$ cat src/rtl/alu_ctrl_pkg.sv
// Shared definitions for the ALU sharing controller: opcode values and FSM encoding.
// Imported by the arbiter and the top-level sequencer.
package alu_ctrl_pkg;

  localparam logic [3:0] OP_AND = 4'b0000;
  localparam logic [3:0] OP_OR  = 4'b0001;
  localparam logic [3:0] OP_ADD = 4'b0010;
  localparam logic [3:0] OP_SUB = 4'b0110;
  localparam logic [3:0] OP_SLT = 4'b0111;

  typedef enum logic [1:0] {
    IDLE = 2'd0,
    EXEC = 2'd1,
    RESP = 2'd2
  } state_t;

  function automatic logic [1:0] onehot2(input logic id);
    return id ? 2'b10 : 2'b01;
  endfunction

endpackage

$ cat src/rtl/alu_share_ctrl_rr_arb2.sv
// Two-input round-robin arbiter: combinational grant from valid and the priority
// pointer, with the pointer moving past the winner on each accepted request.
module rr_arb2
  import alu_ctrl_pkg::*;
(
  input  logic       clk,
  input  logic       rst_n,
  input  logic [1:0] valid,
  input  logic       enable,
  input  logic       accept,
  output logic [1:0] grant,
  output logic       grant_id
);

  logic ptr;

  // The pointer only breaks ties; a lone requester always wins.
  always_comb begin
    grant_id = (valid == 2'b11) ? ptr : valid[1];
    grant    = (enable && (valid != 2'b00)) ? onehot2(grant_id) : 2'b00;
  end

  always_ff @(posedge clk or negedge rst_n) begin
    if (!rst_n) begin
      ptr <= 1'b0;
    end else if (accept) begin
      ptr <= ~grant_id;
    end
  end

endmodule

$ cat src/rtl/alu_share_ctrl.sv
// Shares one external ALU between two requesters: round-robin accept, one EXEC
// cycle driving the ALU, then a held valid/ready response tagged with the requester.
module alu_share_ctrl
  import alu_ctrl_pkg::*;
#(
  parameter int WIDTH  = 32,
  parameter int CTRL_W = 4
) (
  input  logic              clk,
  input  logic              rst_n,
  input  logic [1:0]        req_valid,
  output logic [1:0]        req_ready,
  input  logic [WIDTH-1:0]  req0_a,
  input  logic [WIDTH-1:0]  req0_b,
  input  logic [CTRL_W-1:0] req0_ctrl,
  input  logic [WIDTH-1:0]  req1_a,
  input  logic [WIDTH-1:0]  req1_b,
  input  logic [CTRL_W-1:0] req1_ctrl,
  output logic [WIDTH-1:0]  alu_a,
  output logic [WIDTH-1:0]  alu_b,
  output logic [CTRL_W-1:0] alu_ctrl,
  input  logic [WIDTH-1:0]  alu_result,
  input  logic              alu_zero,
  output logic              rsp_valid,
  input  logic              rsp_ready,
  output logic [WIDTH-1:0]  rsp_data,
  output logic              rsp_zero,
  output logic              rsp_id
);

  state_t            state;
  logic [1:0]        grant;
  logic              grant_id;
  logic              accept;
  logic [WIDTH-1:0]  op_a;
  logic [WIDTH-1:0]  op_b;
  logic [CTRL_W-1:0] op_ctrl;
  logic              op_id;

  rr_arb2 u_arb (
    .clk      (clk),
    .rst_n    (rst_n),
    .valid    (req_valid),
    .enable   (state == IDLE),
    .accept   (accept),
    .grant    (grant),
    .grant_id (grant_id)
  );

  assign req_ready = grant;
  assign accept    = |(req_valid & grant);

  // The op registers feed the ALU directly, so its inputs simply hold between ops.
  assign alu_a    = op_a;
  assign alu_b    = op_b;
  assign alu_ctrl = op_ctrl;

  always_ff @(posedge clk or negedge rst_n) begin
    if (!rst_n) begin
      state     <= IDLE;
      op_a      <= '0;
      op_b      <= '0;
      op_ctrl   <= CTRL_W'(OP_AND);
      op_id     <= 1'b0;
      rsp_valid <= 1'b0;
      rsp_data  <= '0;
      rsp_zero  <= 1'b0;
      rsp_id    <= 1'b0;
    end else begin
      case (state)
        IDLE: begin
          if (accept) begin
            op_a    <= grant_id ? req1_a    : req0_a;
            op_b    <= grant_id ? req1_b    : req0_b;
            op_ctrl <= grant_id ? req1_ctrl : req0_ctrl;
            op_id   <= grant_id;
            state   <= EXEC;
          end
        end
        EXEC: begin
          rsp_data  <= alu_result;
          rsp_zero  <= alu_zero;
          rsp_id    <= op_id;
          rsp_valid <= 1'b1;
          state     <= RESP;
        end
        RESP: begin
          if (rsp_ready) begin
            rsp_valid <= 1'b0;
            state     <= IDLE;
          end
        end
        default: begin
          rsp_valid <= 1'b0;
          state     <= IDLE;
        end
      endcase
    end
  end

endmodule

$ cat config.mk
export PLATFORM = sky130hd
export DESIGN_NAME = alu_share_ctrl
export DESIGN_NICKNAME = d
export VERILOG_FILES = /design/src/rtl/alu_ctrl_pkg.sv /design/src/rtl/alu_share_ctrl_rr_arb2.sv /design/src/rtl/alu_share_ctrl.sv
export SDC_FILE = /design/constraint.sdc
export NUM_CORES = 1
export LEC_CHECK = 0
export CORE_MARGIN = 2
export CORE_UTILIZATION = 34
export DETAILED_ROUTE_END_ITERATION = 16
export MAX_ROUTING_LAYER = met4
export PLACE_DENSITY = 0.84
export SLEW_MARGIN = 20
export SYNTH_ARGS = -nofsm -noshare
export SYNTH_HDL_FRONTEND = slang
export SYNTH_SLANG_ARGS = --single-unit
$ cat constraint.sdc
create_clock -name clk -period 1.45 [get_ports clk]
set_input_delay 0.29 -clock clk [delete_from_list [all_inputs] [get_ports clk]]
set_output_delay 0.29 -clock clk [all_outputs]
set_load 0.01 [all_outputs]
==> metrics.cfg <==
[clock_tree]
htree_num_levels=3
clk_path_buf_depth=2
cts.clk_slew.worst_paths_ns=0.08
sinks_on_the_clock_net=107
root_buffer=clkbuf_16
cts_tree=done
clk_latency_ns=0.34
number_of_buffers_created_by_cts=9

[global_routing]
grt_first_pass_wirelength_um=24500
antenna_found_initial=0
grt_max_degree=41
via_count_of_the_first_global_routing_pass=4580
grt-ovfl-total=0
grtUsageTotal=0.224

[pwr]
power_density_nw_per_um2=2040
power.static_leakage_nw=3.57
maximum_vdd_drop_uv=828
totalPowerFinal_mw=16.4

[synth]
yosysWarnings=0
synth_area_sq_um=4590
register_area_share_after_synthesis=0.583
synth_area_per_cell_sq_um=14.0
yosys_register_bits=107
syn_nets=503
yosys.cell_types.count=16
postSynthCellCount=329

[placed_design]
io_buffers=278
dpl.hpwl_um=11100
post-place-ws_ns=-0.501
routability_congestion_estimate_from_global_placement=0.777

[detailed_routing]
detailroute.via_count=4243
wl_um=16400
detail_route.wl_per_cell_um=20.7
dr.first_iter.drc_count=210
remaining_drc_errors=0
drt_pass1_iterations=5
routed_via_density=5.36
final_antenna_net_count=0

[finish]
syn2layout_area_growth_pct=75.1
post-route-util=0.607
most-common-layout-cells=171 x clkdlybuf4s50_1, 107 x dfrtp_1, 104 x dlygate4sd2_1
n_antenna_cell=0
layout-drive-gt1-share=0.140
final_common_cell=clkdlybuf4s50_1
fillCellCount=1091
design.final.nets=784

[timing]
finalSetupViolCount=104
fin_worst_hold_slack_ns=0.386
worst_slew_pin_slew_ns=0.363
fin_crit_sh=1.10
final.setup_skew_ns=0.00976
finalWorstSetupSlack_ns=-0.143
timing.slew.headroom=0.758
achievable_freq_mhz=628
grt_setup_unrepaired=true
post_route_minimum_period_ns=1.59
maxSlewViolCount=0
final-hold-violation-count=0

[floorplan]
rows=42
die_h_um=120
floorplan_core_area_sq_um=13200
top_level_ports=279
die_x_um=120
floorplan.initialDensity=0.347
floorplan.die_area_sq_um=14500

[status]
failed_checks=setup timing
run_status=finished, violations left

[flow_run]
drv_cap=0

[critical_path]
crit_path_top_delay_cell=dfrtp_1
critical_path.cell_chain=or2_4 -> buf_12 -> buf_16 -> o21a_1 -> a221o_1
worst_ep_arrival_time_ns=1.81
worst-path-max-fanout=6
worst_setup_path_start_kind=flop
cp.required_ns=1.67
cp_num_buf_inv=2
timing.critical_path.to_type=flop
critical_setup_path_kind=reg2reg
ff2ff_setup_slack_ns=-0.14
worst_path_dominant_cell_family=compound AO/OA/AOI/OAI gates
worst_path_largest_cell_delay_ns=0.41

[hold_path]
type_of_the_tightest_min_delay_check=in2async

-- report_power, final --
part	switching, mW	internal [mW]	total [mW]
Combinational	3.78	4.95	8.73
Sequential	0.831	4.48	5.31
Clock	1.15	1.23	2.38
-- kinds of logic after synthesis --
| kind of cell | synth area share |
|---|---|
| multiplexers | 0.0834 |
| flip-flops | 0.583 |
| AND/OR/NAND/NOR | 0.0136 |
| buffers and inverters | 0.0542 |
| AO/OA/AOI/OAI | 0.266 |
-- state kept, by name, summed over array words and instances (netlist names) --
register   count
alu_b         32
alu_ctrl       4
rsp_zero       1
alu_a         32
state          2
rsp_data      32
rsp_valid      1
u_arb.ptr      1
rsp_id         1
op_id          1
-- what timing repair did --
action	CTS	global route
cloned	4	2
endpoints found under the hold margin	16	0
setup buffers	5	3
gates resized for setup	124	23
pin swaps	11	6
hold buffers	1	0
endpoints found under the setup margin	173	104
-- Yosys cell counts --
| library cell | n | share of area |
|---|---|---|
| buf_6 | 1 | 0.0025 |
| a21o_1 | 1 | 0.0016 |
| mux2_2 | 34 | 0.083 |
| and3_1 | 2 | 0.0027 |
| buf_2 | 25 | 0.027 |
| clkbuf_1 | 2 | 0.0016 |
| dfrtp_1 | 107 | 0.58 |
| nor2_1 | 4 | 0.0033 |
| o21ai_0 | 3 | 0.0033 |
| a221o_1 | 68 | 0.15 |
| nor2b_1 | 1 | 0.0014 |
| nand2b_1 | 3 | 0.0041 |
| nand2_1 | 1 | 0.00082 |
| or2_1 | 1 | 0.0014 |
| buf_8 | 7 | 0.023 |
| o21a_1 | 69 | 0.11 |
-- stage by stage --
stage	area (sq um)	cells	TNS (ns)
2_1_floorplan	4590	329	0
3_3_place_gp	7560	762	-30.39
3_5_place_dp	7560	762	-31.46
4_1_cts	7930	788	-7.88
5_1_grt	8040	791	-12.55
6_report	8040	791	-7.76
-- path summary, 6_finish.rpt --
check / end / start / depth (start not counted)
worst max register to register: alu_b[9]$_DFFE_PN0P_ / state[0]$_DFFE_PN0P_ / 5
worst max-delay path: alu_b[9]$_DFFE_PN0P_ / state[0]$_DFFE_PN0P_ / 5
max in group asynchronous: alu_a[14]$_DFFE_PN0P_ / rst_n / 3
worst min-delay path: alu_b[13]$_DFFE_PN0P_ / rst_n / 2
worst min register to register: rsp_valid$_DFFE_PN0P_ / rsp_valid$_DFFE_PN0P_ / 1
min in group clk: rsp_valid$_DFFE_PN0P_ / rsp_valid$_DFFE_PN0P_ / 1
-- layer usage --
metal	global-route usage	wire (um)	up-vias
met5	-	0	-
met3	0.0425	1050	39
li1	-	-	1857
met1	0.260	6460	2128
met2	0.382	8430	219
met4	0.0952	452	0
-- worst reg2reg max path: stages (launching register included) --
cell	delay, ns
dfrtp_1	0.41
or2_4	0.35
buf_12	0.17
buf_16	0.14
o21a_1	0.16
a221o_1	0.25
-- area by class of cell --
cell class	count	area, sq um	share of cell area
timing repair buffer	305	3100	0.385
sequential	107	2680	0.333
multi-input combinational	187	1760	0.219
clock buffer	10	239	0.0297
tap	176	220	0.0274
clock inverter	6	47.5	0.00591
(Power assumes the default switching activity.)
